### config.mk
export PLATFORM = sky130hd
export DESIGN_NAME = blake2_msg_mgr_flat
export DESIGN_NICKNAME = d
export VERILOG_FILES = /design/src/rtl/blake2_pkg.sv /design/src/rtl/blake2_msg_mgr_if.sv /design/src/rtl/blake2_digest_ser.sv /design/src/rtl/blake2_msg_mgr.sv /design/src/flat_wrapper.sv
export SDC_FILE = /design/constraint.sdc
export NUM_CORES = 2
export LEC_CHECK = 0
export CAP_MARGIN = 40
export CORE_AREA = 2 2 338 340
export DETAILED_ROUTE_END_ITERATION = 10
export DIE_AREA = 0 0 340 342
export SLEW_MARGIN = 20
export SYNTH_ARGS = -nofsm -noshare
export SYNTH_HDL_FRONTEND = slang
export SYNTH_HIERARCHICAL = 1
export SYNTH_SLANG_ARGS = --single-unit
### constraint.sdc
create_clock -name clk -period 3.5 [get_ports clk]
set_input_delay 0.35 -clock clk [delete_from_list [all_inputs] [get_ports clk]]
set_output_delay 0.35 -clock clk [all_outputs]
set_load 0.01 [all_outputs]
### src/rtl/blake2_pkg.sv
// Shared types and sizing helpers for the BLAKE2 message/digest manager.
package blake2_pkg;

   typedef enum logic [2:0] {
      IDLE,
      FILL,
      FULL,
      CMP,
      HWAIT,
      OUT
   } state_t;

   // Bytes per message block: 16 words of w bits.
   function automatic int block_bytes(input int w);
      return 2 * w;
   endfunction

   // Byte-counter width able to hold 0..block_bytes(w).
   function automatic int cnt_width(input int w);
      return $clog2(2 * w + 1);
   endfunction

   // Digest-counter width able to hold 0..nbytes.
   function automatic int ocnt_width(input int nbytes);
      return $clog2(nbytes + 1);
   endfunction

endpackage

### src/rtl/blake2_msg_mgr_if.sv
// Byte-stream interface of the BLAKE2 message manager: message bytes in,
// digest bytes out, both with valid/ready flow control.
interface blake2_msg_mgr_if;
   logic [7:0] data_in;
   logic       dv_in;
   logic       drdy_out;
   logic       finish;
   logic [7:0] data_out;
   logic       dv_out;
   logic       dout_rdy;
   logic       data_end;

   modport master (
      output data_in, dv_in, finish, dout_rdy,
      input  drdy_out, data_out, dv_out, data_end
   );

   modport slave (
      input  data_in, dv_in, finish, dout_rdy,
      output drdy_out, data_out, dv_out, data_end
   );
endinterface

### src/rtl/blake2_digest_ser.sv
// Digest serializer: loads the chaining value and streams its low
// DIGEST_BYTES bytes out, byte 0 first, under valid/ready backpressure.
module blake2_digest_ser
   import blake2_pkg::*;
#(
   parameter int W            = 32,
   parameter int DIGEST_BYTES = W
) (
   input  logic           clk,
   input  logic           rst_n,
   input  logic           i_clr,
   input  logic           i_load,
   input  logic [8*W-1:0] i_h,
   input  logic           i_rdy,
   output logic [7:0]     o_data,
   output logic           o_valid,
   output logic           o_end,
   output logic           o_done
);

   localparam int            OW        = ocnt_width(DIGEST_BYTES);
   localparam logic [OW-1:0] OCNT_LOAD = OW'(DIGEST_BYTES);
   localparam logic [OW-1:0] OCNT_ONE  = OW'(1);

   logic [8*W-1:0] r_h;
   logic [OW-1:0]  r_ocnt;
   logic           w_fire;

   assign o_valid = (r_ocnt != '0);
   assign w_fire  = o_valid & i_rdy;
   assign o_data  = r_h[7:0];
   assign o_end   = (r_ocnt == OCNT_ONE);
   assign o_done  = w_fire & o_end;

   // Digest register: load on request, shift one byte per accepted handshake.
   always_ff @(posedge clk or negedge rst_n) begin
      if (!rst_n) begin
         r_h    <= '0;
         r_ocnt <= '0;
      end else if (i_clr) begin
         r_h    <= '0;
         r_ocnt <= '0;
      end else if (i_load) begin
         r_h    <= i_h;
         r_ocnt <= OCNT_LOAD;
      end else if (w_fire) begin
         r_h    <= {8'h00, r_h[8*W-1:8]};
         r_ocnt <= r_ocnt - OCNT_ONE;
      end
   end

endmodule

### src/rtl/blake2_msg_mgr.sv
// BLAKE2 message/digest manager: packs message bytes little-endian into
// 16-word blocks, holds a full block until it is known whether it is the
// last one, issues blocks with byte count and final flag, then streams a
// truncated digest. Optional macro BLAKE2_OUT_MASK_EN XORs OUT_MASK into
// the digest when it is loaded.
module blake2_msg_mgr
   import blake2_pkg::*;
#(
   parameter int             W            = 32,
   parameter int             DIGEST_BYTES = W,
   parameter logic [8*W-1:0] OUT_MASK     = '0
) (
   input  logic              clk,
   input  logic              rst_n,
   input  logic              start,
   blake2_msg_mgr_if.slave   bus,
   output logic              msg_strobe,
   output logic [16*W-1:0]   m_out,
   output logic [2*W-1:0]    t_out,
   output logic              f_out,
   input  logic              cmp_done,
   input  logic [8*W-1:0]    h_in,
   input  logic              h_rdy,
   output logic              busy
);

   localparam int             BB       = block_bytes(W);
   localparam int             CW       = cnt_width(W);
   localparam logic [CW-1:0]  CNT_LAST = CW'(BB - 1);
   localparam logic [CW-1:0]  CNT_ONE  = CW'(1);
   localparam logic [2*W-1:0] T_ONE    = (2*W)'(1);

   state_t          r_state, w_state_nxt;
   logic [16*W-1:0] r_m;
   logic [2*W-1:0]  r_t, r_tout;
   logic [CW-1:0]   r_cnt;
   logic [7:0]      r_pend;
   logic            r_fin_pend, r_strobe, r_f;
   logic            w_write, w_issue, w_final, w_refill, w_load, w_done;
   logic [CW+2:0]   w_boff;
   logic [8*W-1:0]  w_h_load;

`ifdef BLAKE2_OUT_MASK_EN
   assign w_h_load = h_in ^ OUT_MASK;
`else
   assign w_h_load = h_in;
`endif

   assign w_boff       = {r_cnt, 3'b000};
   assign bus.drdy_out = (r_state == FILL) || (r_state == FULL);
   assign busy         = (r_state != IDLE);
   assign msg_strobe   = r_strobe;
   assign m_out        = r_m;
   assign t_out        = r_tout;
   assign f_out        = r_f;

   // State register.
   always_ff @(posedge clk or negedge rst_n) begin
      if (!rst_n) r_state <= IDLE;
      else        r_state <= w_state_nxt;
   end

   // Next state and datapath controls; a pending finish outranks new bytes.
   always_comb begin
      w_state_nxt = r_state;
      w_write     = 1'b0;
      w_issue     = 1'b0;
      w_final     = 1'b0;
      w_refill    = 1'b0;
      w_load      = 1'b0;
      case (r_state)
         IDLE: ;
         FILL: begin
            if (r_fin_pend || (bus.finish && !bus.dv_in)) begin
               w_final     = 1'b1;
               w_state_nxt = HWAIT;
            end else if (bus.dv_in) begin
               w_write = 1'b1;
               if (r_cnt == CNT_LAST) w_state_nxt = FULL;
            end
         end
         FULL: begin
            if (r_fin_pend || (bus.finish && !bus.dv_in)) begin
               w_final     = 1'b1;
               w_state_nxt = HWAIT;
            end else if (bus.dv_in) begin
               w_issue     = 1'b1;
               w_state_nxt = CMP;
            end
         end
         CMP: begin
            if (cmp_done) begin
               w_refill    = 1'b1;
               w_state_nxt = FILL;
            end
         end
         HWAIT: begin
            if (h_rdy) begin
               w_load      = 1'b1;
               w_state_nxt = OUT;
            end
         end
         OUT: begin
            if (w_done) w_state_nxt = IDLE;
         end
         default: w_state_nxt = IDLE;
      endcase
      if (start) begin
         w_write     = 1'b0;
         w_issue     = 1'b0;
         w_final     = 1'b0;
         w_refill    = 1'b0;
         w_load      = 1'b0;
         w_state_nxt = FILL;
      end
   end

   // Block buffer, byte counters, pending byte and strobe registers.
   always_ff @(posedge clk or negedge rst_n) begin
      if (!rst_n) begin
         r_m        <= '0;
         r_t        <= '0;
         r_tout     <= '0;
         r_cnt      <= '0;
         r_pend     <= '0;
         r_fin_pend <= 1'b0;
         r_strobe   <= 1'b0;
         r_f        <= 1'b0;
      end else begin
         r_strobe <= 1'b0;
         if (start) begin
            r_m        <= '0;
            r_t        <= '0;
            r_tout     <= '0;
            r_cnt      <= '0;
            r_pend     <= '0;
            r_fin_pend <= 1'b0;
            r_f        <= 1'b0;
         end else begin
            if (w_write) begin
               r_m[w_boff +: 8] <= bus.data_in;
               r_cnt            <= r_cnt + CNT_ONE;
               r_t              <= r_t + T_ONE;
            end
            // The held block is issued with the count before the new byte.
            if (w_issue) begin
               r_pend   <= bus.data_in;
               r_t      <= r_t + T_ONE;
               r_tout   <= r_t;
               r_f      <= 1'b0;
               r_strobe <= 1'b1;
            end
            if (w_final) begin
               r_tout     <= r_t;
               r_f        <= 1'b1;
               r_strobe   <= 1'b1;
               r_fin_pend <= 1'b0;
            end
            if ((w_write || w_issue) && bus.finish) r_fin_pend <= 1'b1;
            if (w_refill) begin
               r_m   <= {{(16*W-8){1'b0}}, r_pend};
               r_cnt <= CNT_ONE;
            end
         end
      end
   end

   blake2_digest_ser #(
      .W            (W),
      .DIGEST_BYTES (DIGEST_BYTES)
   ) u_ser (
      .clk     (clk),
      .rst_n   (rst_n),
      .i_clr   (start),
      .i_load  (w_load),
      .i_h     (w_h_load),
      .i_rdy   (bus.dout_rdy),
      .o_data  (bus.data_out),
      .o_valid (bus.dv_out),
      .o_end   (bus.data_end),
      .o_done  (w_done)
   );

endmodule

### src/flat_wrapper.sv
// flat-port wrapper written by rule: the top's interface ports become plain ports
module blake2_msg_mgr_flat import blake2_pkg::*;
#(
   parameter int             W            = 32,
   parameter int             DIGEST_BYTES = W,
   parameter logic [8*W-1:0] OUT_MASK     = '0
)
  (clk, rst_n, start, msg_strobe, m_out, t_out, f_out, cmp_done, h_in, h_rdy, busy, bus_data_in, bus_dv_in, bus_finish, bus_dout_rdy, bus_drdy_out, bus_data_out, bus_dv_out, bus_data_end);
  blake2_msg_mgr_if bus_i ();
  input  logic clk;
  input  logic rst_n;
  input  logic start;
  output logic msg_strobe;
  output logic [16*W-1:0] m_out;
  output logic [2*W-1:0] t_out;
  output logic f_out;
  input  logic cmp_done;
  input  logic [8*W-1:0] h_in;
  input  logic h_rdy;
  output logic busy;
  input wire logic [$bits(bus_i.data_in)-1:0] bus_data_in;
  input wire logic [$bits(bus_i.dv_in)-1:0] bus_dv_in;
  input wire logic [$bits(bus_i.finish)-1:0] bus_finish;
  input wire logic [$bits(bus_i.dout_rdy)-1:0] bus_dout_rdy;
  output wire logic [$bits(bus_i.drdy_out)-1:0] bus_drdy_out;
  output wire logic [$bits(bus_i.data_out)-1:0] bus_data_out;
  output wire logic [$bits(bus_i.dv_out)-1:0] bus_dv_out;
  output wire logic [$bits(bus_i.data_end)-1:0] bus_data_end;
  assign bus_i.data_in = bus_data_in;
  assign bus_i.dv_in = bus_dv_in;
  assign bus_i.finish = bus_finish;
  assign bus_i.dout_rdy = bus_dout_rdy;
  assign bus_drdy_out = bus_i.drdy_out;
  assign bus_data_out = bus_i.data_out;
  assign bus_dv_out = bus_i.dv_out;
  assign bus_data_end = bus_i.data_end;
  blake2_msg_mgr #(.W(W), .DIGEST_BYTES(DIGEST_BYTES), .OUT_MASK(OUT_MASK)) u_core (.clk(clk), .rst_n(rst_n), .start(start), .bus(bus_i), .msg_strobe(msg_strobe), .m_out(m_out), .t_out(t_out), .f_out(f_out), .cmp_done(cmp_done), .h_in(h_in), .h_rdy(h_rdy), .busy(busy));
endmodule
==> impl_metrics.csv <==
group,metric,value,unit
setup_path,crit-reg2reg-launch,"u_core/r_cnt[0]",
floorplanning,dieHeight,342,um
synthesis,yosysSeqAreaShare,0.5548,
setup_path,critPathMaxFanout,20,
routing,wl_per_cell,26.82,um
floorplanning,num_io_pins,862,
cells_and_area,layout-area-overhead-vs-synth,35.59,%
routing,first_pass_iters,7,
hold_path,min_from,"bus_data_in[6]",
global_route,overflow,0,
place,dp.cells,6421,
cells_and_area,fin_nets,5298,
cts,post-cts-setup-buffers,0,
setup_path,crit_type,"flip-flop to flip-flop",
synthesis,synth_cells,4189,
cts,clockBufferDepth,3,
sta,finalSetupViolations,0,
routing,drt_iter0_markers,4047,
cts,cts_resized,0,
place,gp_congestion,0.9569,
floorplanning,die-area,116300,um^2
cts,cts_max_level,3,
cts,clock_sinks,923,
synthesis,synth.net_count,4466,
sta,slew_violations,0,
floorplanning,start_util,0.3681,
setup_path,arrival,3870,ps
cts,tritoncts,"done",
sta,period_share,0.9232,
synthesis,ys_seq_elements,923,
hold_path,min_delay_path_depth,3,
sta,fin_worst_skew,24.53,ps
sta,worst_slew_pin_slew,1104,ps
synthesis,ys_top_cells_by_area,"dfrtp_1 55%, nand2_1 6.5%, a21oi_1 5.4%",
power,p_leak,0.02407,uW
synthesis,synth_top_area_frac,0.5548,
routing,via_per_inst,5.733,
cts,insertion_delay,710,ps
sta,period_needed,3231,ps
global_route,grt_usage,0.2966,
routing,routed_wl,177.9,mm
place,io_buffers,861,
cts,ctsRootBufferMaster,"clkbuf_16",
setup_path,crit_path_start,"u_core/r_cnt[0]",
global_route,grt_pass1_vias,37190,
synthesis,synth_edf_count,0,
run_status,status,"complete, no violations",
setup_path,reg2reg_to,"u_core/m_out[23]",
synthesis,syn_area,41630,um^2
floorplanning,die_x,340,um
routing,drc_errors,0,
sta,tns,0,ps
sta,slew_headroom,0.2638,
global_route,grt_max_degree,203,
synthesis,synth_commonest_cells,"923 x dfrtp_1, 718 x nand2_1, 451 x a21oi_1, 260 x inv_1, 248 x a221oi_1",
cts,numCtsBuffers,103,
cts,path_clk_slew,60,ps
global_route,grt_antenna_before_repair,17,
synthesis,yosysUniqueCellTypes,75,
floorplanning,rows,124,
setup_path,required,4140,ps
routing,num_vias,38010,
sta,rsz0062_at_grt,"no",
setup_path,worst_r2r_path_depth,9,
floorplanning,core,113100,um^2
synthesis,synth.most_common_cell,"dfrtp_1",
synthesis,post_synth.cell_area_avg,9.938,um^2
hold_path,hp-class,"input port to flip-flop",
hold_path,hold_end,"u_core/m_out[6]",
sta,hold_viol,0,
cells_and_area,drive_above_1_share,0.09258,
setup_path,crit_path_end_kind,"flip-flop",
setup_path,start_kind,"flip-flop",
sta,fmax,309.5,MHz
routing,ant_nets,0,
synthesis,yosys_warnings,6,
cells_and_area,final_cells,6631,
synthesis,synth_top_area_cell,"dfrtp_1",
flow_run,maxCapViolCount,0,
cells_and_area,n_fill_cell,10420,
setup_path,regToRegSetupSlack,270,ps
synthesis,synthArstFlopShare,1.000,
place,dp_hpwl,130.8,mm
cts,hold_buffers,1,
power,power-per-cell-area,472.6,nW/um^2
synthesis,ys.flop_type,"dfrtp_1",
global_route,grt_pass1_wl,257.7,mm
power,vdd_drop_max,0.4174,mV
[kinds of logic after synthesis]
group | Yosys count | share of synthesized area
muxes | 120 | 0.02885
DFF | 923 | 0.5548
AOI/OAI and AO/OA | 1282 | 0.2156
adders and majority gates | 5 | 0.001503
buffers and inverters | 622 | 0.06029
xor gates and xnor gates | 29 | 0.006101
and+or+nand+nor | 1208 | 0.1328
[registers in the layout, indices dropped and copies added (netlist names)]
| signal | flops |
|---|---|
| u_core/m_out | 512 |
| u_core/u_ser/r_h | 256 |
| u_core/r_t | 64 |
| u_core/t_out | 64 |
| u_core/r_pend | 8 |
| u_core/r_cnt | 7 |
| u_core/u_ser/r_ocnt | 6 |
| u_core/r_state | 3 |
| u_core/f_out | 1 |
| u_core/msg_strobe | 1 |
| u_core/r_fin_pend | 1 |
[how the worst max path moves through the flow]
| stage | end | slack (ps) | cells after the start |
|---|---|---|---|
| after CTS | u_core/m_out[154] | 380 | 9 |
| after global placement | u_core/m_out[305] | 210 | 6 |
| after floorplan | u_core/m_out[307] | 20 | 15 |
| after global routing | u_core/m_out[154] | 110 | 9 |
| final | u_core/m_out[23] | 270 | 9 |
| after detailed placement | u_core/m_out[310] | 160 | 6 |
[power by group]
group	internal [uW]	switching, uW	total, uW
Combinational	1190	3100	4290
Clock	6700	4750	11400
Sequential	10800	117	10900
Total	18700	7960	26700
[metrics by stage]
step                power (uW)  hold slack (ps)  cell area (um^2)  utilization  worst slack, ps
floorplan                13460            54.41             41630            -            23.12
global placement         15360            472.6             52700       0.4659            207.1
detailed placement       15360            476.4             52770       0.4666            164.0
CTS                      26850            67.13             56360       0.4983            379.3
global route             27610            87.46             56440       0.4990            107.7
finish                   26680            126.5             56450       0.4991            268.8
[worst max-delay path, cell delays in order (launching register included)]
cell and delay, ps:
dfrtp_1 390, buf_4 220, buf_4 220, or2_2 320
nand4b_1 360, nand3_1 420, buf_4 300, a31oi_1 510
buf_4 280, a22o_1 150
[final cells by class]
| type | count | area, um^2 | area share |
|---|---|---|---|
| sequential | 923 | 23100 | 0.4092 |
| multi-input combinational | 2644 | 16210 | 0.2872 |
| timing repair buffer | 1089 | 10670 | 0.1890 |
| clock buffer | 147 | 3025 | 0.05360 |
| tap | 1512 | 1892 | 0.03352 |
| inverter | 260 | 975.9 | 0.01729 |
| clock inverter | 46 | 550.5 | 0.009753 |
| antenna | 10 | 25.02 | 0.0004433 |
[metal layers]
metal | part of all wire | vias up | track usage
met1 | 0.39 | 19130 | 0.3713
met4 | 0.043 | 14 | 0.1227
met5 | 0.00052 | - | 0
met3 | 0.093 | 357 | 0.08960
li1 | - | 16850 | -
met2 | 0.47 | 1663 | 0.4778
[cells in the final DEF, fill, tap and decap left out, types with 18 or more instances in the layout]
| cell type | count |
|---|---|
| clkinv_2 | 21 |
| buf_4 | 191 |
| clkbuf_8 | 24 |
| or4_1 | 48 |
| buf_12 | 27 |
| clkbuf_16 | 105 |
| nand3_1 | 94 |
| and2_1 | 18 |
| o31ai_1 | 83 |
| a22o_1 | 112 |
| inv_1 | 260 |
| clkdlybuf4s50_1 | 852 |
| nand2_1 | 717 |
| o2bb2ai_1 | 43 |
| mux2i_1 | 120 |
| or3_1 | 30 |
| nor2_1 | 118 |
| a32o_1 | 68 |
| xnor2_1 | 23 |
| a21oi_1 | 450 |
| dfrtp_1 | 923 |
| a31oi_1 | 18 |
| nor3_1 | 21 |
| nand4_1 | 44 |
| o21ai_0 | 91 |
| clkbuf_1 | 18 |
| a221oi_1 | 248 |
| o22ai_1 | 35 |
| o211ai_1 | 56 |
Power figures use the tool's default switching activity.
